### src/rtl/lfsr_pkg.sv
// Shared constants, FSM state type and LFSR step function for the
// pseudo-random byte scheduler.
package lfsr_pkg;

  localparam int unsigned LFSR_W = 8;

  // Taps at bits 7,5,4,3: x^8+x^6+x^5+x^4+1, maximal length (255 states).
  localparam logic [LFSR_W-1:0] LFSR_TAPS = 8'hB8;

  localparam logic [LFSR_W-1:0] LFSR_DEFAULT_SEED = 8'h01;

  typedef enum logic [1:0] {
    IDLE,
    ARB,
    SERVE
  } sched_state_t;

  // One Fibonacci step: shift left, feedback is the parity of the tapped bits.
  function automatic logic [LFSR_W-1:0] lfsr_next(input logic [LFSR_W-1:0] q);
    return {q[LFSR_W-2:0], ^(q & LFSR_TAPS)};
  endfunction

endpackage

### src/rtl/lfsr8_core.sv
// 8-bit Fibonacci LFSR register with step/load control. A zero load value
// would lock the generator, so it is replaced by DEFAULT_SEED and flagged.
module lfsr8_core
  import lfsr_pkg::*;
#(
  parameter logic [LFSR_W-1:0] DEFAULT_SEED = LFSR_DEFAULT_SEED
) (
  input  logic              clk,
  input  logic              reset,
  input  logic              step,
  input  logic              load,
  input  logic [LFSR_W-1:0] load_value,
  output logic [LFSR_W-1:0] q,
  output logic              lockup
);

  // LFSR state: load has priority over step; lockup pulses for one cycle.
  always_ff @(posedge clk or posedge reset) begin
    if (reset) begin
      q      <= DEFAULT_SEED;
      lockup <= 1'b0;
    end else begin
      lockup <= 1'b0;
      if (load) begin
        if (load_value == '0) begin
          q      <= DEFAULT_SEED;
          lockup <= 1'b1;
        end else begin
          q <= load_value;
        end
      end else if (step) begin
        q <= lfsr_next(q);
      end
    end
  end

endmodule

### src/rtl/lfsr_sched.sv
// Round-robin scheduler sharing one LFSR among NREQ requesters in bursts of
// up to BURST words over a valid/ready handshake. The LFSR only advances on
// accepted words, so each consumer receives a gap-free slice of the sequence.
module lfsr_sched
  import lfsr_pkg::*;
#(
  parameter int unsigned       NREQ         = 4,
  parameter int unsigned       BURST        = 4,
  parameter logic [LFSR_W-1:0] DEFAULT_SEED = LFSR_DEFAULT_SEED
) (
  input  logic              clk,
  input  logic              reset,
  input  logic              enable,
  input  logic              seed_load,
  input  logic [LFSR_W-1:0] seed,
  input  logic [NREQ-1:0]   req,
  output logic [NREQ-1:0]   gnt,
  output logic [LFSR_W-1:0] rnd_data,
  output logic              rnd_valid,
  input  logic              rnd_ready,
  output logic              busy,
  output logic              lockup
);

  localparam int unsigned       PTR_W    = (NREQ > 1) ? $clog2(NREQ) : 1;
  localparam int unsigned       CNT_W    = $clog2(BURST + 1);
  localparam logic [CNT_W-1:0]  CNT_LAST = CNT_W'(BURST - 1);
  localparam logic [PTR_W-1:0]  PTR_LAST = PTR_W'(NREQ - 1);

  sched_state_t     state;
  logic [PTR_W-1:0] ptr;
  logic [CNT_W-1:0] count;
  logic [PTR_W-1:0] win_idx;
  logic             win_found;
  logic             handshake;
  logic             lfsr_load;
  logic             winner_req;

  assign handshake  = rnd_valid & rnd_ready;
  // Seed loads are only honoured outside SERVE so a burst never changes mid-stream.
  assign lfsr_load  = seed_load & (state != SERVE);
  assign winner_req = |(req & gnt);

  lfsr8_core #(
    .DEFAULT_SEED(DEFAULT_SEED)
  ) u_core (
    .clk       (clk),
    .reset     (reset),
    .step      (handshake),
    .load      (lfsr_load),
    .load_value(seed),
    .q         (rnd_data),
    .lockup    (lockup)
  );

  // Round-robin search: first set request at or above ptr, wrapping around.
  always_comb begin
    logic [PTR_W-1:0] k;
    k         = '0;
    win_found = 1'b0;
    win_idx   = '0;
    for (int unsigned i = 0; i < NREQ; i++) begin
      k = PTR_W'((ptr + i) % NREQ);
      if (!win_found && req[k]) begin
        win_found = 1'b1;
        win_idx   = k;
      end
    end
  end

  // Scheduler FSM with registered grant, valid and busy.
  always_ff @(posedge clk or posedge reset) begin
    if (reset) begin
      state     <= IDLE;
      ptr       <= '0;
      count     <= '0;
      gnt       <= '0;
      rnd_valid <= 1'b0;
      busy      <= 1'b0;
    end else begin
      case (state)
        IDLE: begin
          if (enable) state <= ARB;
        end
        ARB: begin
          if (!enable) begin
            state <= IDLE;
          end else if (win_found) begin
            gnt       <= NREQ'(1) << win_idx;
            ptr       <= (win_idx == PTR_LAST) ? '0 : win_idx + 1'b1;
            count     <= '0;
            rnd_valid <= 1'b1;
            busy      <= 1'b1;
            state     <= SERVE;
          end
        end
        SERVE: begin
          if (handshake) begin
            count <= count + 1'b1;
            if (count == CNT_LAST) begin
              gnt       <= '0;
              rnd_valid <= 1'b0;
              busy      <= 1'b0;
              state     <= ARB;
            end
          end else if (!winner_req) begin
            gnt       <= '0;
            rnd_valid <= 1'b0;
            busy      <= 1'b0;
            state     <= ARB;
          end
        end
        default: begin
          gnt       <= '0;
          rnd_valid <= 1'b0;
          busy      <= 1'b0;
          state     <= IDLE;
        end
      endcase
    end
  end

endmodule

### config.mk
export PLATFORM = sky130hd
export DESIGN_NAME = lfsr_sched
export DESIGN_NICKNAME = d
export VERILOG_FILES = /design/src/rtl/lfsr_pkg.sv /design/src/rtl/lfsr8_core.sv /design/src/rtl/lfsr_sched.sv
export SDC_FILE = /design/constraint.sdc
export NUM_CORES = 1
export LEC_CHECK = 0
export CAP_MARGIN = 20
export CORE_MARGIN = 3
export CORE_UTILIZATION = 35
export DETAILED_ROUTE_END_ITERATION = 16
export GPL_TIMING_DRIVEN = 1
export PLACE_DENSITY = 0.67
export SLEW_MARGIN = 25
export SYNTH_ARGS = -nofsm -noshare
export SYNTH_HDL_FRONTEND = slang
export SYNTH_SLANG_ARGS = --single-unit
### constraint.sdc
create_clock -name clk -period 1.7 [get_ports clk]
set_input_delay 0.17 -clock clk [delete_from_list [all_inputs] [get_ports clk]]
set_output_delay 0.17 -clock clk [all_outputs]
set_load 0.03 [all_outputs]
After elaboration in Yosys (flattened, before gate mapping)
Index checks and enable logic that the tools add are counted.
{"block": "classes", "n_mux": 45, "n_eq_ne": 12, "magnitude_cmp": 4, "n_bitwise": 4, "reduce_logical": 16, "shift": 1, "addsub": 5}
{"op": "$mux 8", "n": 3}
{"op": "$mux 2", "n": 11}
{"op": "$mux 4", "n": 5}
{"op": "$mux 1", "n": 15}
{"op": "$lt 2x3->1 const B", "n": 4}
{"op": "$pmux 4 s3", "n": 1}
{"op": "$ne 2x2->1 const B", "n": 5}
{"op": "$mux 3", "n": 3}
{"op": "$ne 3x3->1 const B", "n": 3}
{"op": "$bmux 1 s2", "n": 4}
{"op": "$logic_not 8->1", "n": 1}
{"op": "$reduce_and 4->1", "n": 2}
{"op": "$reduce_xor 8->1", "n": 1}
{"op": "$pmux 2 s3", "n": 1}
{"op": "$pmux 3 s2", "n": 1}
{"op": "$reduce_and 5->1", "n": 1}
{"op": "$add 2x1->2 const B", "n": 2}
{"op": "$add 2x2->2 const B", "n": 2}
{"op": "$and 4x4->4", "n": 1}
{"op": "$eq 2x2->1 const B", "n": 2}
{"op": "$reduce_bool 2->1", "n": 2}
{"op": "$reduce_or 4->1", "n": 1}
{"op": "$shl 1x2->4 const A", "n": 1}
{"op": "$add 3x1->3 const B", "n": 1}
{"op": "9 further kinds", "n": 14}
{"block": "word_totals", "inputBits": 17, "out_inout_bits": 15, "wordCells": 94, "regBits": 21}

Logic depth before layout (Yosys ltp)
{"block": "logic_depth", "ltp_word": 16, "mapped_depth": 6, "ltp_nobuf": 6}

Hierarchy
From an unflattened synthesis, not the netlist that was laid out.
{"block": "unflattened", "hier_cells": 114, "area_unflattened_um2": 1162.4}
{"mod": "lfsr_sched", "area_each_um2": 721.9, "cells_per_inst": 71, "seq_area_each_um2": 300.3, "instances": 1}
{"mod": "lfsr8_core", "area_each_um2": 440.4, "cells_per_inst": 43, "seq_area_each_um2": 226.5, "instances": 1}

Worst setup path after synthesis
Ideal clock, no wire load.
{"block": "synth_path", "path_kind": "reg-to-reg", "from": "register, netlist name busy", "to": "register state[1]", "setup_time_ps": 120, "t_arrival_ps": 1506, "synth_period_minus_slack_ps": 1626, "path_slack_ps": 74, "path_buffers": 1, "required_ps": 1580, "path_stages_with_launch": 5, "cell_sequence": "dfrtp_1 nand2_1 buf_1 a21oi_1 a31o_2"}
{"element": "to (signal assigned)", "line_no": "lfsr_sched.sv:74", "text": "state <= IDLE;"}
{"element": "to (signal assigned)", "line_no": "lfsr_sched.sv:83", "text": "if (enable) state <= ARB;"}
{"element": "to (signal assigned)", "line_no": "lfsr_sched.sv:87", "text": "state <= IDLE;"}
{"element": "to (decl)", "line_no": "lfsr_sched.sv:30", "text": "sched_state_t state;"}

Final worst setup path
{"block": "layout_path", "from": "register ptr[0]", "to": "register gnt[0]"}
{"block": "layout_between", "elab_chain_len": 16, "elab_cells_between_ends": 31, "classes_between": "add/sub: 3; eq/ne: 1; shift: 1; mux: 19; reduce/logical: 7"}
{"element": "from (decl)", "line_no": "lfsr_sched.sv:31", "text": "logic [PTR_W-1:0] ptr;"}
{"element": "from (signal assigned)", "line_no": "lfsr_sched.sv:90", "text": "ptr <= (win_idx == PTR_LAST) ? '0 : win_idx + 1'b1;"}
{"element": "parallel branches: the longest is 16 deep, another holds $add 2x1->2"}
{"element": "to (signal assigned)", "line_no": "lfsr_sched.sv:89", "text": "gnt <= NREQ'(1) << win_idx;"}
{"element": "to (decl)", "line_no": "lfsr_sched.sv:17", "text": "output logic [NREQ-1:0] gnt,"}
Parallel ways; which one is timed is not known. The select of a mux whose other input is x is not followed.
A chain may end at the register's enable or synchronous reset.

==> reports/qor.txt <==
status: completed
Routed WL: 2.790 mm
synthesized area per cell: 10.89 sq um
I/O pin count: 32
most area-hungry cell type in the Yosys netlist: dfrtp_1
reg2reg path depth: 6
Filler Cells Inserted: 296
Leak Pwr: 0.8198 nW
first-pass GRT wire length: 4.830 mm
CP endpoint: gnt[0]
number of setup violations in the final report: 0
max cap viols: 0
DRC Markers: 0
largest net degree at the start of global routing: 22
CP endpoint kind: flip-flop
GRT Total Usage: 14.82%
Fin Clk Skew: 0.8810 ps
DRT Pass-1 Iters: 2
layout cells sized above 1: 21.15%
Synth cell types: 37
Worst Setup SP: ptr[0]
Worst slew margin: 66.53%
Async SR Flop Fraction: 100.0%
terminus of the critical flop-to-flop path: gnt[0]
placed wire-length estimate: 2.167 mm
Core Region: 0.003128 sq mm
Clk pwr share: 8.7%
Worst Max-Slew Pin Slew: 502.0 ps
Top FF cell, synth: dfrtp_1
RSZ-0062 raised after global routing: yes
Final ANT Viol Nets: 0
Arr. time, crit path: 1890 ps
largest family of logic cells by synthesized area: compound AO/OA/AOI/OAI gates
1st-iter DRT viols: 26
chip height: 63.97 microns
vias in the first global route: 1098
mux cell area share after synthesis: 10.53%
drt wl/cell: 13.95 microns
Syn Nets: 131
Reg power frac: 34.4%
Clock Latency Late Sink: 290 ps
simple-gate share of the synthesized area: 13.30%
most frequent cell after synthesis: dfrtp_1
mapped cell area: 0.001176 sq mm
gpl congestion: 0.7508
NumNets Final: 180
Switching Fraction: 42.32%
area fraction of the dominant cell type after synthesis: 42.55%
Starting Density: 37.60%
FMAX: 591.1 MHz
R2R setup slack: 8 ps
max-slew violation count: 0
DIE AREA: 0.004092 sq mm
Clk Tree Root Cell: clkbuf_4
P_int: 1.538 mW
Mapped Cells: 108
Port Buffers: 31
vias per cell: 5.025
Core Rows: 20
Overflow after GRT: 0
Synth top cells by count: 20 x dfrtp_1, 9 x mux2i_1, 9 x nand2_1
CP required: 1890 ps
chip width: 63.97 microns
post-route cell area: 0.001697 sq mm
Adder-Cell Fraction of Synth Area: 6.383%
Cell Area, Placed: 0.001635 sq mm
antenna violations before repair: 0
Post-Synth XOR/XNOR Area: 2.234%
Power Density: 1571 mW/mm^2
Ant. Diodes: 0
Tcrit/Tclk final: 99.51%
area of the multi-input gates: 626.9 sq um
cts bufs inserted: 3
total power: 2.666 mW
WS Path Type: reg -> reg
Worst-path clk slew: 110 ps
Synth Register Bits: 21
element type at the critical path start: flip-flop
Synth Area in Compound Gates: 19.26%
worst-path maximum fanout: 4
count of flip-flops with a built-in enable after synthesis: 0
Max VDD drop: 667.9 uV
post-synthesis sequential area ratio: 44.79%
fin crit period: 1692 ps
Area Growth Syn to Fin: 44.26%
H-tree depth: 1
synth top area cells: dfrtp_1 43%, mux2i_1 7.7%, ha_1 6.4%
Vias: 1005
Ys Warns: 0
CTS tree: built
FF/Latch Area: 526.8 sq um
RR Startpoint: ptr[0]
worst min path class: in -> async
Comb power frac: 56.9%
clock buffer depth: 2
hold_buf cts: 0
Sink Count: 21
switching power: 1.128 mW
final hold vios: 0
-- repair_timing --
item,CTS,global route
setup buffers,0,2
setup endpoints to repair,4,7
pin swaps,0,1
gates resized for setup,5,4
-- registers in the layout, summed over array words and instances (netlist names) --
signal,count
busy,1
count,3
gnt,4
ptr,2
state,2
u_core.lockup,1
u_core.q,8
-- layout by cell type, fill, tap and decap left out, types with 3 or more instances in the layout --
cell	synthesis	final
a21oi_1	4	4
a32o_1	4	4
buf_4	1	17
clkbuf_4	0	3
clkdlybuf4s50_1	0	26
dfrtp_1	20	20
dlygate4sd2_1	0	3
ha_1	6	5
inv_1	6	6
mux2_2	3	3
mux2i_1	9	9
nand2_1	9	9
nor2_1	3	3
o21ai_0	8	8
-- cell type report --
cell class / instances / area share (%)
multi-input combinational: 77 / 36.95
timing repair buffer: 48 / 25.88
tap: 44 / 3.245
inverter: 6 / 1.327
sequential: 21 / 31.05
clock buffer: 4 / 1.549
-- critical path: stages, from the launching register on --
cell and delay (ps):
dfrtp_1 410, nand2b_4 140, a21oi_1 60, a221o_1 310
or2b_1 270, ha_1 200, a32o_1 200
-- through the flow --
step	TNS, ps	hold WS [ps]	util (%)	worst slack, ps	instances
after floorplan	0	145.8	-	74.42	108
after global placement	-3096	462.6	52.28	-327.1	194
after detailed placement	-3475	468.4	52.28	-377.9	194
after CTS	-12.02	192.0	53.28	-8.303	198
after global routing	-54.87	238.9	54.24	-27.12	200
final	0	200.2	54.24	8.322	200
-- how the worst min path moves through the flow --
stage                         from          end  cells past startpoint
after floorplan              reset         busy                      1
after global placement    count[2]     count[2]                      1
after detailed placement  count[2]     count[2]                      1
after CTS                    reset  u_core.q[5]                      3
after global routing         reset       gnt[3]                      3
final                        reset  u_core.q[5]                      3
-- cell families after synthesis --
group	after synthesis
AOI/OAI and AO/OA	29
and+or+nand+nor	27
DFF	21
muxes	12
buffers and inverters	10
adders and majority gates	6
xor gates and xnor gates	3
-- per-layer routing --
metal  GRT usage, %  up-vias  share of wire [%]
met1          17.79      482                 44
li1               -      495                  -
met2          26.32       26                 49
met3          3.339        2                5.8
met5              0        -                  0
met4          4.043        0               0.36
-- power groups by stage --
stage	Sequential (mW)	Clock, mW	Combinational (mW)
after floorplan	1.15	0	0.674
after global placement	0.912	0	1.45
after detailed placement	0.925	0	1.47
after CTS	0.918	0.249	1.49
after global routing	0.955	0.269	1.65
final	0.917	0.232	1.52
Note: power is estimated with default switching activity, not from simulation.
